### src/rtl/flash_cycle_pkg.sv
// Shared definitions for the flash cycle controller: the state encoding and the
// default width of the shared phase counter.
package flash_cycle_pkg;

    // RDYWAIT keeps its code in every build so the encoding never shifts when
    // the RDY gate is compiled in or out.
    typedef enum logic [2:0] {
        ST_IDLE     = 3'd0,
        ST_RDYWAIT  = 3'd1,
        ST_RD_ACC   = 3'd2,
        ST_WR_SETUP = 3'd3,
        ST_WR_PULSE = 3'd4,
        ST_WR_HOLD  = 3'd5,
        ST_RECOVER  = 3'd6
    } flash_state_e;

    // Wide enough for the default RDY timeout of 1023 clocks.
    localparam int unsigned FLASH_CNT_W = 10;

endpackage

### src/rtl/flash_rdy_sync.sv
// Two-flop synchroniser for the asynchronous flash RDY/BSY# pin.
// Only compiled when FLASH_RDY_WAIT_EN is defined; the default build has no
// use for it. Resets to "busy" so a cycle cannot start on a stale ready level.
`ifdef FLASH_RDY_WAIT_EN
module flash_rdy_sync (
    input  logic clk_i,
    input  logic rst_ni,
    input  logic rdy_i,
    output logic rdy_o
);

    logic meta_q;
    logic sync_q;

    // Two back-to-back flops; only sync_q is used by the controller.
    always_ff @(posedge clk_i or negedge rst_ni) begin
        if (!rst_ni) begin
            meta_q <= 1'b0;
            sync_q <= 1'b0;
        end else begin
            meta_q <= rdy_i;
            sync_q <= meta_q;
        end
    end

    assign rdy_o = sync_q;

endmodule
`endif

### src/rtl/flash_cycle_ctrl.sv
// Flash cycle controller: turns a qualified bus start into flash ENn/READn/
// WRITEn strobes with programmable wait, setup, pulse, hold and recovery
// clocks, and returns a one-clock FLASH_TACK.
// Optional build macro FLASH_RDY_WAIT_EN: gate each new cycle on the flash
// RDY/BSY# pin and end with FLASH_TEA if the device stays busy too long.
//
// state       | meaning
// ------------+-----------------------------------------------------------
// ST_IDLE     | strobes high, waiting for TSn=0 with FLASH_SPACE=1
// ST_RDYWAIT  | device busy, ENn high, counting down the RDY timeout
// ST_RD_ACC   | ENn/READn low, counting READ_WAIT then one TACK clock
// ST_WR_SETUP | ENn low, WRITEn still high for WRITE_SETUP clocks
// ST_WR_PULSE | ENn/WRITEn low for WRITE_PULSE clocks, TACK in the last
// ST_WR_HOLD  | WRITEn high, ENn held low for WRITE_HOLD clocks
// ST_RECOVER  | all strobes high for RECOVERY clocks, new starts ignored
module flash_cycle_ctrl
    import flash_cycle_pkg::*;
#(
    parameter int unsigned READ_WAIT   = 2,
    parameter int unsigned WRITE_SETUP = 0,
    parameter int unsigned WRITE_PULSE = 2,
    parameter int unsigned WRITE_HOLD  = 1,
    parameter int unsigned RECOVERY    = 2,
    parameter int unsigned RDY_TIMEOUT = 1023,
    parameter int unsigned CNT_W       = FLASH_CNT_W
) (
    input  logic CLK40,
    input  logic RESETn,
    input  logic TSn,
    input  logic RnW,
    input  logic FLASH_SPACE,
    input  logic FLASH_RDY,
    output logic FLASH_TACK,
    output logic FLASH_TEA,
    output logic FLASH_ENn,
    output logic FLASH_READn,
    output logic FLASH_WRITEn,
    output logic FLASH_WPn,
    output logic FLASH_RSTn,
    output logic BUSY
);

    localparam logic [CNT_W-1:0] CNT_ONE = CNT_W'(1);
    localparam logic [CNT_W-1:0] CNT_TWO = CNT_W'(2);

    // Where an access goes once ENn rises: straight to IDLE when no recovery
    // time is configured.
    localparam flash_state_e POST_ST   = (RECOVERY == 0) ? ST_IDLE : ST_RECOVER;
    localparam logic         POST_BUSY = (RECOVERY != 0);

    flash_state_e     state_q;
    logic [CNT_W-1:0] cnt_q;
    logic             en_n_q;
    logic             read_n_q;
    logic             write_n_q;
    logic             tack_q;
    logic             busy_q;

    logic accept;      // IDLE sees a decoded transfer start
    logic launch;      // strobes begin on this edge
    logic launch_rnw;  // direction of the access being launched

    assign accept = (state_q == ST_IDLE) && !TSn && FLASH_SPACE;

`ifdef FLASH_RDY_WAIT_EN
    logic rdy_s;
    logic rnw_q;
    logic tea_q;

    flash_rdy_sync u_rdy_sync (
        .clk_i  (CLK40),
        .rst_ni (RESETn),
        .rdy_i  (FLASH_RDY),
        .rdy_o  (rdy_s)
    );

    // A waiting cycle resumes exactly as if it had just been accepted, which
    // shifts every later timing by the number of RDYWAIT clocks.
    assign launch     = rdy_s && (accept || (state_q == ST_RDYWAIT));
    assign launch_rnw = (state_q == ST_RDYWAIT) ? rnw_q : RnW;
    assign FLASH_TEA  = tea_q;
`else
    logic unused_rdy;

    assign unused_rdy = FLASH_RDY;
    assign launch     = accept;
    assign launch_rnw = RnW;
    assign FLASH_TEA  = 1'b0;
`endif

    // Sequencer: every phase is timed by the single shared down-counter.
    always_ff @(posedge CLK40 or negedge RESETn) begin
        if (!RESETn) begin
            state_q   <= ST_IDLE;
            cnt_q     <= '0;
            en_n_q    <= 1'b1;
            read_n_q  <= 1'b1;
            write_n_q <= 1'b1;
            tack_q    <= 1'b0;
            busy_q    <= 1'b0;
`ifdef FLASH_RDY_WAIT_EN
            rnw_q     <= 1'b1;
            tea_q     <= 1'b0;
`endif
        end else begin
            tack_q <= 1'b0;
`ifdef FLASH_RDY_WAIT_EN
            tea_q  <= 1'b0;
`endif
            case (state_q)
                ST_IDLE: begin
`ifdef FLASH_RDY_WAIT_EN
                    if (accept) begin
                        rnw_q <= RnW;
                        if (!rdy_s) begin
                            state_q <= ST_RDYWAIT;
                            cnt_q   <= CNT_W'(RDY_TIMEOUT);
                            busy_q  <= 1'b1;
                        end
                    end
`endif
                end
`ifdef FLASH_RDY_WAIT_EN
                ST_RDYWAIT: begin
                    if (!rdy_s) begin
                        if (cnt_q <= CNT_ONE) begin
                            tea_q   <= 1'b1;
                            state_q <= ST_IDLE;
                            cnt_q   <= '0;
                            busy_q  <= 1'b0;
                        end else begin
                            cnt_q <= cnt_q - CNT_ONE;
                        end
                    end
                end
`endif
                ST_RD_ACC: begin
                    if (cnt_q == '0) begin
                        en_n_q   <= 1'b1;
                        read_n_q <= 1'b1;
                        state_q  <= POST_ST;
                        busy_q   <= POST_BUSY;
                        cnt_q    <= CNT_W'(RECOVERY);
                    end else begin
                        cnt_q  <= cnt_q - CNT_ONE;
                        tack_q <= (cnt_q == CNT_ONE);
                    end
                end
                ST_WR_SETUP: begin
                    if (cnt_q <= CNT_ONE) begin
                        write_n_q <= 1'b0;
                        state_q   <= ST_WR_PULSE;
                        cnt_q     <= CNT_W'(WRITE_PULSE);
                        tack_q    <= (WRITE_PULSE == 1);
                    end else begin
                        cnt_q <= cnt_q - CNT_ONE;
                    end
                end
                ST_WR_PULSE: begin
                    if (cnt_q <= CNT_ONE) begin
                        write_n_q <= 1'b1;
                        if (WRITE_HOLD == 0) begin
                            en_n_q  <= 1'b1;
                            state_q <= POST_ST;
                            busy_q  <= POST_BUSY;
                            cnt_q   <= CNT_W'(RECOVERY);
                        end else begin
                            state_q <= ST_WR_HOLD;
                            cnt_q   <= CNT_W'(WRITE_HOLD);
                        end
                    end else begin
                        cnt_q  <= cnt_q - CNT_ONE;
                        tack_q <= (cnt_q == CNT_TWO);
                    end
                end
                ST_WR_HOLD: begin
                    if (cnt_q <= CNT_ONE) begin
                        en_n_q  <= 1'b1;
                        state_q <= POST_ST;
                        busy_q  <= POST_BUSY;
                        cnt_q   <= CNT_W'(RECOVERY);
                    end else begin
                        cnt_q <= cnt_q - CNT_ONE;
                    end
                end
                ST_RECOVER: begin
                    if (cnt_q <= CNT_ONE) begin
                        state_q <= ST_IDLE;
                        busy_q  <= 1'b0;
                        cnt_q   <= '0;
                    end else begin
                        cnt_q <= cnt_q - CNT_ONE;
                    end
                end
                default: begin
                    state_q   <= ST_IDLE;
                    cnt_q     <= '0;
                    en_n_q    <= 1'b1;
                    read_n_q  <= 1'b1;
                    write_n_q <= 1'b1;
                    busy_q    <= 1'b0;
                end
            endcase

            // Start of the strobed part of an access; overrides the IDLE and
            // RDYWAIT handling above.
            if (launch) begin
                busy_q <= 1'b1;
                en_n_q <= 1'b0;
                if (launch_rnw) begin
                    state_q  <= ST_RD_ACC;
                    read_n_q <= 1'b0;
                    cnt_q    <= CNT_W'(READ_WAIT);
                end else if (WRITE_SETUP == 0) begin
                    state_q   <= ST_WR_PULSE;
                    write_n_q <= 1'b0;
                    cnt_q     <= CNT_W'(WRITE_PULSE);
                    tack_q    <= (WRITE_PULSE == 1);
                end else begin
                    state_q <= ST_WR_SETUP;
                    cnt_q   <= CNT_W'(WRITE_SETUP);
                end
            end
        end
    end

    assign FLASH_TACK   = tack_q;
    assign FLASH_ENn    = en_n_q;
    assign FLASH_READn  = read_n_q;
    assign FLASH_WRITEn = write_n_q;
    assign FLASH_WPn    = 1'b1;
    assign FLASH_RSTn   = RESETn;
    assign BUSY         = busy_q;

endmodule

### config.mk
export PLATFORM = sky130hd
export DESIGN_NAME = flash_cycle_ctrl
export DESIGN_NICKNAME = d
export VERILOG_FILES = /design/src/rtl/flash_cycle_pkg.sv /design/src/rtl/flash_rdy_sync.sv /design/src/rtl/flash_cycle_ctrl.sv
export SDC_FILE = /design/constraint.sdc
export NUM_CORES = 1
export LEC_CHECK = 0
export BUFFER_PORTS_ARGS = -buffer_cell sky130_fd_sc_hd__buf_2
export CAP_MARGIN = 20
export CORE_UTILIZATION = 45
export DETAILED_ROUTE_END_ITERATION = 6
export GPL_ROUTABILITY_DRIVEN = 0
export PLACE_DENSITY = 0.76
export REMOVE_ABC_BUFFERS = 1
export SLEW_MARGIN = 20
export SYNTH_ARGS = -nofsm -noshare
export SYNTH_HDL_FRONTEND = slang
export SYNTH_HIERARCHICAL = 1
export SYNTH_SLANG_ARGS = --single-unit
export TNS_END_PERCENT = 1
### constraint.sdc
create_clock -name CLK40 -period 2.1 [get_ports CLK40]
set_clock_uncertainty 0.2 [all_clocks]
set_input_delay 0.105 -clock CLK40 [delete_from_list [all_inputs] [get_ports CLK40]]
set_output_delay 0.105 -clock CLK40 [all_outputs]
set_load 0.1 [all_outputs]
**Yosys cells after proc, flatten, opt, wreduce, memory -nomap -nowiden**

Index checks and enable logic that the tools add are counted.

- Output and inout port bits: 8
- Flip-flop bits (word level): 18
- Bits of input ports: 6
- Logic and storage cells: 72

- Equality and inequality tests: 15
- Mux-type cells: 35
- Order comparisons: 1
- Add/sub/neg operators: 1
- Reductions and logical operators: 13

Operators by type and width:

| kind | number |
|---|---|
| 10-bit two-way mux | 5 |
| 10-bit case mux with 5 select lines | 1 |
| 3-bit two-way mux | 7 |
| 3-bit case mux with 6 select lines | 1 |
| 1-bit two-way mux | 16 |
| 3-bit != test (second input constant) | 5 |
| 10-bit by 1-bit == test with 1-bit output (second input constant) | 1 |
| 10-bit by 2-bit == test with 1-bit output (second input constant) | 1 |
| 10-bit by 1-bit <= comparator with 1-bit output (second input constant) | 1 |
| 10-bit logical NOT | 1 |
| 10-bit by 1-bit subtractor with 10-bit output (second input constant) | 1 |
| 3-bit == test (second input constant) | 3 |
| 4-bit OR reduction | 2 |
| 3-bit by 2-bit == test with 1-bit output (second input constant) | 2 |
| 1-bit case mux with 3 select lines | 2 |
| 6-bit AND reduction | 1 |
| 5-bit OR reduction | 1 |
| 2-bit by 1-bit != test with 1-bit output (second input constant) | 2 |
| 1-bit case mux with 2 select lines | 2 |
| 1-bit case mux with 4 select lines | 1 |
| 4-bit AND reduction | 1 |
| 3-bit logical NOT | 1 |
| 3-bit AND reduction | 1 |
| 3-bit OR reduction | 1 |
| other kinds (4) | 5 |

**Logic depth before layout (Yosys ltp)**

Gate-level depths: netlist (run 1).

- Depth after elaboration: 5
- Depth in mapped cells: 8
- Depth with buffers taken out: 7

**Worst setup path before layout (run 1)**

OpenSTA, ideal clock, no wires.

- Path kind: flip-flop to flip-flop
- Start: reg cnt_q[0]
- End: reg state_q[1]
- Arrival: 1.833 ns
- Slack: -0.010 ns
- Cell stages (with the launch flop): 9
- Period minus slack after synthesis: 2.110 ns
- Setup time: 0.077 ns
- Cells stage by stage: dfrtp_1 inv_1 ha_1 nor2_1 and3b_1 buf_2 maj3_2 nand2b_1 a21oi_1

- Cells in the longest elaborated chain, start to end: 3

Ends and longest elaborated chain:

| element | RTL line | text |
|---|---|---|
| from (decl) | flash_cycle_ctrl.sv:52 | `logic [CNT_W-1:0] cnt_q;` |
| from (signal assigned) | flash_cycle_ctrl.sv:143 | `cnt_q <= CNT_W'(RECOVERY);` |
| from (signal assigned) | flash_cycle_ctrl.sv:145 | `cnt_q <= cnt_q - CNT_ONE;` |
| from (signal assigned) | flash_cycle_ctrl.sv:153 | `cnt_q <= CNT_W'(WRITE_PULSE);` |
| 10-bit by 1-bit <= comparator with 1-bit output / 10-bit logical NOT (equally long branches) | - |  |
| 3-bit != test (no line) | - |  |
| 6-bit AND reduction (no line) (*) | - |  |
| to (signal assigned) | flash_cycle_ctrl.sv:152 | `state_q <= ST_WR_PULSE;` |
| to (signal assigned) | flash_cycle_ctrl.sv:179 | `state_q <= POST_ST;` |
| to (signal assigned) | flash_cycle_ctrl.sv:188 | `state_q <= ST_IDLE;` |
| to (decl) | flash_cycle_ctrl.sv:51 | `flash_state_e state_q;` |

Mark *: on every way between the ends. The rest lies on a longest branch, timed or not.
A chain may end at the register's enable or synchronous reset.

**Worst setup path in the final report (run 1)**

- Start: reg cnt_q[5]
- End: reg cnt_q[0]

- Cells in the longest elaborated chain, start to end: 4

Ends and longest elaborated chain:

| element | RTL line | text |
|---|---|---|
| 10-bit by 1-bit <= comparator with 1-bit output / 10-bit logical NOT (equally long branches) | - |  |
| 10-bit two-way mux (on tied branches) | - |  |
| 10-bit case mux with 5 select lines (*) | flash_cycle_ctrl.sv:110 | `case (state_q)` |
| 10-bit two-way mux (*) | flash_cycle_ctrl.sv:207 | `if (launch) begin` |

Marks and branches as above.

==> impl_metrics.env, run 1 <==
export IMPL_status="finished clean"
export IMPL_drt_met1_wl_microns=1440
export IMPL_max_freq_ghz=0.479
export IMPL_nFillCells=234
export IMPL_ys_warn_count=6
export IMPL_slew_violations=0
export IMPL_ys_types=49
export IMPL_io_pins=14
export IMPL_rsz0062_at_grt="yes"
export IMPL_met2WireLength_microns=1840
export IMPL_final_util=0.603
export IMPL_drc=0
export IMPL_areaGrowthSynthToFinish_pct=27.4
export IMPL_hpwl_microns=2330
export IMPL_ant_nets=0
export IMPL_wl_microns=3460
export IMPL_cts_clk_slew_worst_paths_ns=0.12
export IMPL_initial_core_util=0.474
export IMPL_synth_area_leaders="dfrtp_1, dfstp_2, ha_1"
export IMPL_cp_required_ns=2.15
export IMPL_antenna_found_initial=0
export IMPL_hold_path_class="input port to flip-flop"
export IMPL_top_layer="met4"
export IMPL_fp_dieH_microns=55.9
export IMPL_synthFlopType="dfrtp_1"
export IMPL_dieArea_sq_um=3120
export IMPL_nets=190
export IMPL_pre_cts_ws_ns=-0.0186
export IMPL_period_needed_ns=2.09
export IMPL_numClockSinks=18
export IMPL_finalSetupViolCount=0
export IMPL_ys_seq_area_frac=0.348
export IMPL_cts_buffers=3
export IMPL_h_tree_depth=1
export IMPL_drv_cap=0
export IMPL_cp_max_fo=5
export IMPL_dr_pass1_iters=5
export IMPL_vias=1266
export IMPL_cts_buffer_depth=2
export IMPL_die_w_microns=55.9
export IMPL_layout_drive_gt1_share=0.343
export IMPL_ir_worst_vdd_v=0.000327
export IMPL_p_leak_nw=0.714
export IMPL_final_common_cell="buf_4"
export IMPL_num_rows=19
export IMPL_core_area_sq_um=2760
export IMPL_antennaDiodeCount=0
export IMPL_via_per_inst=6.06
export IMPL_grt_start_max_net_pins=19
export IMPL_dr_wl_met3_microns=146
export IMPL_endpoint_kind="flip-flop"
export IMPL_synthesis_area_sq_um=1310
export IMPL_synthCells=146
export IMPL_portBuffers=10
export IMPL_p_per_area_nw_per_um2=379
export IMPL_clk_insertion_delay_late_ns=0.30
export IMPL_fin_ws_ns=0.0107
export IMPL_root_buffer="clkbuf_4"
export IMPL_async_reset_ff_frac=1.00
export IMPL_drt_iter0_markers=65
export IMPL_grt_pass1_vias=1187
export IMPL_routedWlPerCell_microns=16.6
export IMPL_cts_tree="built"
export IMPL_hold_viol_final=0
export IMPL_postSynthRegisterBits=18
export IMPL_synth_top_area_frac=0.287
export IMPL_overflow=0
export IMPL_period_share=0.995
export IMPL_worstPathArrival_ns=2.13
export IMPL_worstSetupPathType="flip-flop to flip-flop"
export IMPL_synth_edff_count=0
export IMPL_grt_pass1_wl_microns=5290
export IMPL_track_usage=0.214
export IMPL_cp_start_kind="flip-flop"
export IMPL_final_cell_mix="buf_4, dfrtp_1, nand2_1, nor2_1, buf_2"
export IMPL_synth_top_area_cell="dfrtp_1"
export IMPL_syn_area_per_cell_sq_um=8.95
-- cell type report --
cell class / instances / area, sq um / area share
clock buffers: 4 / 36.3 / 0.0218
inverters: 7 / 26.3 / 0.0158
multi-input cells: 111 / 837 / 0.503
flip-flops and latches: 18 / 454 / 0.273
well taps: 31 / 38.8 / 0.0233
repair buffers: 38 / 272 / 0.163
-- per-stage QoR --
step | hold WS (ns) | std cells | power, mW | TNS, ns | area (sq um)
finish | 0.0382 | 209 | 0.630 | 0 | 1660
global route | 0.0446 | 209 | 0.649 | -0.259 | 1660
CTS | 0.0367 | 206 | 0.633 | -0.113 | 1560
detailed placement | -0.114 | 199 | 0.405 | -0.0451 | 1500
global placement | -0.120 | 199 | 0.404 | 0 | 1500
floorplan | -0.391 | 134 | 0.382 | -0.0218 | 1230
-- power by group --
group | internal, mW | switching [mW] | leakage (nW)
logic | 0.0109 | 0.0422 | 0.488
registers | 0.349 | 0.000829 | 0.205
clock network | 0.106 | 0.122 | 0.0210
-- kinds of logic (layout without fill, tap and decap cells) --
kind of cell / count (synthesis) / after routing / share of synthesized area
and+or+nand+nor: 54 / 54 / 0.246
AOI/OAI and AO/OA: 44 / 46 / 0.241
buffers and inverters: 19 / 49 / 0.0795
DFF: 18 / 18 / 0.348
adders and majority gates: 6 / 6 / 0.0565
other: 2 / 2 / 0.00575
muxes: 2 / 2 / 0.0163
xor gates and xnor gates: 1 / 1 / 0.00671
-- per-layer routing --
| metal | track usage | up-vias |
|---|---|---|
| met5 | 0 | - |
| met4 | 0.0871 | 0 |
| met3 | 0.0512 | 4 |
| met2 | 0.370 | 42 |
| met1 | 0.254 | 624 |
| li1 | - | 596 |
-- cell usage after synthesis, drive strengths merged, types with 2 or more instances --
library cell / instances
dfrtp: 15
o21ai: 13
buf: 10
nand2: 10
nor2: 10
a21oi: 9
inv: 7
nor3: 7
nand2b: 6
ha: 5
nand3: 4
nor4: 4
and2: 3
dfstp: 3
nor3b: 3
o2bb2ai: 3
a211oi: 2
a21o: 2
a221oi: 2
a2bb2oi: 2
clkbuf: 2
conb: 2
nor2b: 2
o22ai: 2
-- critical path, cell delays in order (launching register included) --
cell and delay [ns]:
dfrtp_1 0.42, nor4_4 0.38, buf_4 0.20, nand2_1 0.13, o41ai_1 0.47, o22a_1 0.22
-- final timing paths --
check                                    endpoint                  start  slack [ns]  depth (start not counted)
max                          cnt_q[0]$_DFFE_PN0N_   cnt_q[5]$_DFFE_PN0N_        0.01                          5
min                        state_q[2]$_DFFE_PN0P_            FLASH_SPACE        0.04                          4
max in group asynchronous   FLASH_ENn$_DFFE_PN1P_                 RESETn        1.35                          3
max reg2reg                  cnt_q[0]$_DFFE_PN0N_   cnt_q[5]$_DFFE_PN0N_        0.01                          5
min reg2reg                 FLASH_READn$_DFF_PN1_  FLASH_READn$_DFF_PN1_        0.31                          1
min in group asynchronous  state_q[1]$_DFFE_PN0P_                 RESETn        0.08                          3
-- sequential cells by signal (all words and copies together) (netlist names) --
signal	flops
FLASH_TACK	1
FLASH_WRITEn	1
cnt_q	10
FLASH_ENn	1
BUSY	1
FLASH_READn	1
state_q	3
-- repair_timing --
action | in CTS | in global routing
resized for setup | 0 | 15
hold buffers | 3 | 0
setup buffers | 0 | 1
endpoints found under the setup margin | 3 | 13
endpoints found under the hold margin | 22 | 0
pin swaps | 0 | 5
gates cloned | 0 | 2
(Power assumes the default switching activity.)
==> inputs of run 2 (changes only) <==
==> constraint.sdc (replaced) <==
create_clock -name CLK40 -period 2.1 [get_ports CLK40]
set_clock_uncertainty 0.2 [all_clocks]
set_input_delay 0.105 -clock CLK40 [delete_from_list [all_inputs] [get_ports CLK40]]
set_output_delay 0.105 -clock CLK40 [all_outputs]
set_load 0.02 [all_outputs]
==> impl_metrics.env, run 2 (same netlist as run 1, synthesis figures left out) <==
export IMPL_p_per_area_nw_per_um2=345
export IMPL_largest_reg_flops=10
export IMPL_dr_pass1_iters=4
export IMPL_ant_nets=0
export IMPL_fin_hold_ws_ns=0.0555
export IMPL_core_area_sq_um=2760
export IMPL_period_needed_ns=2.24
export IMPL_pre_cts_ws_ns=-0.0306
export IMPL_root_buffer="clkbuf_4"
export IMPL_numClockSinks=18
export IMPL_hold_path_class="input port to async pin"
export IMPL_cp_required_ns=2.13
export IMPL_initial_core_util=0.474
export IMPL_nFillCells=246
export IMPL_max_freq_ghz=0.447
export IMPL_period_share=1.07
export IMPL_antenna_found_initial=0
export IMPL_worstPathArrival_ns=2.27
export IMPL_vias=1262
export IMPL_die_w_microns=55.9
export IMPL_fp_dieH_microns=55.9
export IMPL_status="finished, violations left"
export IMPL_power_mw=0.567
export IMPL_final_util=0.596
export IMPL_cts_buffers=3
export IMPL_track_usage=0.214
export IMPL_hpwl_microns=2280
export IMPL_final_common_cell="buf_4"
export IMPL_cts_buffer_depth=2
export IMPL_top_register="cnt_q"
export IMPL_grt_start_max_net_pins=20
export IMPL_hold_viol_final=0
export IMPL_cts_tree="built"
export IMPL_largestRegisters="cnt_q: 10 flops, state_q: 3 flops"
export IMPL_rsz0062_at_grt="yes"
export IMPL_routedWlPerCell_microns=15.7
export IMPL_grt_pass1_wl_microns=5310
export IMPL_worstSetupPathType="flip-flop to flip-flop"
export IMPL_num_rows=19
export IMPL_cp_max_fo=5
export IMPL_layout_drive_gt1_share=0.352
export IMPL_ir_worst_vdd_v=0.000303
export IMPL_areaGrowthSynthToFinish_pct=25.8
export IMPL_h_tree_depth=1
export IMPL_cp_start_kind="flip-flop"
export IMPL_nets=191
export IMPL_drv_cap=0
export IMPL_final_cell_mix="buf_4, dfrtp_1, nand2_1, nor2_1, buf_2"
export IMPL_overflow=0
export IMPL_finalSetupViolCount=1
export IMPL_wl_microns=3310
export IMPL_drc=0
export IMPL_clk_insertion_delay_late_ns=0.30
export IMPL_endpoint_kind="flip-flop"
export IMPL_slew_violations=0
export IMPL_portBuffers=10
export IMPL_io_pins=14
export IMPL_via_per_inst=6.01
export IMPL_violations="setup timing"
export IMPL_grt_pass1_vias=1196
export IMPL_reg2reg_depth=9
export IMPL_drt_iter0_markers=45
export IMPL_p_leak_nw=0.712
export IMPL_cts_clk_slew_worst_paths_ns=0.11
export IMPL_dieArea_sq_um=3120
export IMPL_fin_tns_setup_ns=-0.138
export IMPL_fin_ws_ns=-0.138
export IMPL_antennaDiodeCount=0
run 2: cell types whose count changed in the layout (fill, tap and decap cells not counted), sizes merged:
cell / delta
a21oi: -1
buf: +2
run 2: power breakdown:
part | switching [mW] | leakage [nW] | internal [mW]
logic | 0.0174 | 0.492 | 0.00967
clock network | 0.116 | 0.0150 | 0.0741
registers | 0.000777 | 0.205 | 0.348
run 2: worst paths after layout:
| path | from | slack, ns | to |
|---|---|---|---|
| min in group CLK40 | FLASH_SPACE | 0.06 | state_q[2]$_DFFE_PN0P_ |
| setup reg to reg | cnt_q[1]$_DFFE_PN0N_ | -0.14 | FLASH_WRITEn$_DFF_PN1_ |
| hold / removal | RESETn | 0.06 | state_q[1]$_DFFE_PN0P_ |
| setup / recovery | cnt_q[1]$_DFFE_PN0N_ | -0.14 | FLASH_WRITEn$_DFF_PN1_ |
| max in group asynchronous | RESETn | 1.31 | FLASH_ENn$_DFFE_PN1P_ |
| hold reg to reg | FLASH_READn$_DFF_PN1_ | 0.31 | FLASH_READn$_DFF_PN1_ |
run 2: final cells by class:
| type | instances | area, sq um | area share |
|---|---|---|---|
| repair buffers | 40 | 287 | 0.174 |
| flip-flops and latches | 18 | 454 | 0.276 |
| multi-input cells | 110 | 811 | 0.494 |
| clock buffers | 4 | 26.3 | 0.0160 |
| inverters | 7 | 26.3 | 0.0160 |
| well taps | 31 | 38.8 | 0.0236 |
run 2: through the flow:
stage / instance area, sq um / instances
2_1_floorplan: 1230 / 134
3_3_place_gp: 1490 / 198
3_5_place_dp: 1490 / 198
4_1_cts: 1550 / 205
5_1_grt: 1640 / 210
6_report: 1640 / 210
run 2: worst max-delay path, stage by stage, from the launching register on:
cell       delay, ns
dfrtp_1         0.38
inv_2           0.06
buf_4           0.14
ha_2            0.19
nor2_1          0.14
and3b_2         0.26
buf_4           0.14
a31oi_1         0.23
a2bb2oi_1       0.28
o22ai_1         0.13
run 2: layer usage:
metal  GRT usage  wire length, microns
met5           0                     0
met4       0.105                   119
met3      0.0535                   189
met2       0.344                  1620
met1       0.267                  1380
run 2: what timing repair did:
item	in CTS	in global routing
setup endpoints to repair	3	13
cloned	0	1
endpoints found under the hold margin	22	0
pin swaps	0	6
hold buffers	3	0
setup buffers	0	4
gates resized for setup	1	13
==> inputs of run 3 (changes only) <==
--- a/config.mk
+++ b/config.mk
@@ -10,8 +10,9 @@
 export CORE_UTILIZATION = 45
 export DETAILED_ROUTE_END_ITERATION = 6
 export GPL_ROUTABILITY_DRIVEN = 0
-export PLACE_DENSITY = 0.76
+export PLACE_DENSITY = 0.74
 export REMOVE_ABC_BUFFERS = 1
+export SETUP_SLACK_MARGIN = 0.1
 export SLEW_MARGIN = 20
 export SYNTH_ARGS = -nofsm -noshare
 export SYNTH_HDL_FRONTEND = slang
==> constraint.sdc (replaced) <==
create_clock -name CLK40 -period 2.4 [get_ports CLK40]
set_clock_uncertainty 0.2 [all_clocks]
set_input_delay 0.12 -clock CLK40 [delete_from_list [all_inputs] [get_ports CLK40]]
set_output_delay 0.12 -clock CLK40 [all_outputs]
set_load 0.01 [all_outputs]
==> impl_metrics.env, run 3 (same netlist as run 1, synthesis figures left out) <==
export IMPL_drc=0
export IMPL_nets=177
export IMPL_endpoint_kind="flip-flop"
export IMPL_vias=1170
export IMPL_largest_reg_flops=10
export IMPL_worstPathArrival_ns=2.34
export IMPL_root_buffer="clkbuf_4"
export IMPL_dieArea_sq_um=3120
export IMPL_antennaDiodeCount=0
export IMPL_areaGrowthSynthToFinish_pct=15.2
export IMPL_ir_worst_vdd_v=0.000379
export IMPL_final_cell_mix="dfrtp_1, buf_4, nand2_1, nor2_1, buf_2"
export IMPL_routedWlPerCell_microns=15.6
export IMPL_final_common_cell="dfrtp_1"
export IMPL_track_usage=0.198
export IMPL_fin_cells=196
export IMPL_grt_start_max_net_pins=20
export IMPL_wl_microns=3060
export IMPL_cp_max_fo=16
export IMPL_num_rows=19
export IMPL_status="finished clean"
export IMPL_combPwrFrac=0.042
export IMPL_fin_tns_setup_ns=0
export IMPL_regToRegSetupSlack_ns=0.08
export IMPL_dp_cells=182
export IMPL_portBuffers=10
export IMPL_ant_nets=0
export IMPL_max_freq_ghz=0.431
export IMPL_seqPwrFrac=0.616
export IMPL_cp_start_kind="flip-flop"
export IMPL_p_leak_nw=0.641
export IMPL_switching_share=0.238
export IMPL_power_mw=0.496
export IMPL_worstSetupPathType="flip-flop to flip-flop"
export IMPL_drt_iter0_markers=27
export IMPL_io_pins=14
export IMPL_cts_buffers=3
export IMPL_pre_cts_ws_ns=0.0143
export IMPL_clk_insertion_delay_late_ns=0.30
export IMPL_layout_drive_gt1_share=0.248
export IMPL_cts_clk_slew_worst_paths_ns=0.11
export IMPL_dr_pass1_iters=4
export IMPL_h_tree_depth=1
export IMPL_die_w_microns=55.9
export IMPL_cts_tree="built"
export IMPL_overflow=0
export IMPL_hold_path_class="input port to flip-flop"
export IMPL_largestRegisters="cnt_q: 10 flops, state_q: 3 flops"
export IMPL_period_share=0.967
export IMPL_initial_core_util=0.474
export IMPL_fin_ws_ns=0.0787
export IMPL_clkPwrFrac=0.342
export IMPL_hold_viol_final=0
export IMPL_core_area_sq_um=2760
export IMPL_grt_pass1_vias=1101
export IMPL_grt_pass1_wl_microns=4840
export IMPL_finalSetupViolCount=0
export IMPL_cts_buffer_depth=2
export IMPL_slew_violations=0
export IMPL_hpwl_microns=2100
export IMPL_cp_required_ns=2.42
export IMPL_top_register="cnt_q"
export IMPL_drv_cap=0
export IMPL_p_per_area_nw_per_um2=330
export IMPL_period_needed_ns=2.32
export IMPL_rsz0062_at_grt="yes"
export IMPL_numClockSinks=18
export IMPL_p_switching_mw=0.118
export IMPL_via_per_inst=5.97
export IMPL_intPower_mw=0.378
export IMPL_fp_dieH_microns=55.9
export IMPL_antenna_found_initial=0
## run 3: final timing paths
kind,from,end,depth (start not counted)
worst max register to register,cnt_q[0]$_DFFE_PN0N_,cnt_q[6]$_DFFE_PN0N_,8
worst min-delay path,FLASH_SPACE,state_q[2]$_DFFE_PN0P_,4
min in group asynchronous,RESETn,BUSY$_DFFE_PN0P_,2
worst max-delay path,cnt_q[0]$_DFFE_PN0N_,cnt_q[6]$_DFFE_PN0N_,8
worst min register to register,FLASH_READn$_DFF_PN1_,FLASH_READn$_DFF_PN1_,1
max in group asynchronous,RESETn,FLASH_READn$_DFF_PN1_,2
## run 3: timing repair
action,CTS,global route
setup endpoints to repair,4,10
hold endpoints to repair,22,0
hold buffers,3,0
buffers inserted,2,5
pin swaps,1,2
gates resized for setup,0,3
## run 3: per-stage QoR
step                area [sq um]  utilization  hold WS [ns]
finish                      1510        0.546        0.0618
global route                1510        0.546        0.0659
CTS                         1440        0.523        0.0560
detailed placement          1370        0.497        -0.116
global placement            1370        0.497        -0.126
floorplan                   1230            -        -0.376
## run 3: cell type report
class	count	area, sq um
Fill cell	254	1250
Multi-Input combinational cell	109	762
Sequential cell	18	454
Timing Repair Buffer	27	198
Tap cell	31	38.8
Clock buffer	4	26.3
Inverter	7	26.3
## run 3: metal layers
metal / up-vias / global-route usage / share of wire
li1: 563 / - / -
met1: 571 / 0.247 / 0.42
met2: 30 / 0.329 / 0.53
met3: 6 / 0.0465 / 0.039
met4: 0 / 0.0836 / 0.016
met5: - / 0 / 0
## run 3: critical path, cell delays in order, from the launching register on
cell and delay (ns):
dfrtp_1 0.45, inv_2 0.09, ha_1 0.24, nor3b_2 0.20, o311ai_4 0.37, a21oi_4 0.10, buf_12 0.16, or3_1 0.35
o221ai_1 0.07
## run 3: power groups by stage
| stage | sequential (mW) | combinational [mW] | clock [mW] |
|---|---|---|---|
| floorplan | 0.312 | 0.00433 | 0 |
| CTS | 0.306 | 0.0214 | 0.175 |
| global route | 0.306 | 0.0233 | 0.191 |
| detailed placement | 0.311 | 0.0178 | 0 |
| finish | 0.306 | 0.0210 | 0.170 |
| global placement | 0.311 | 0.0173 | 0 |
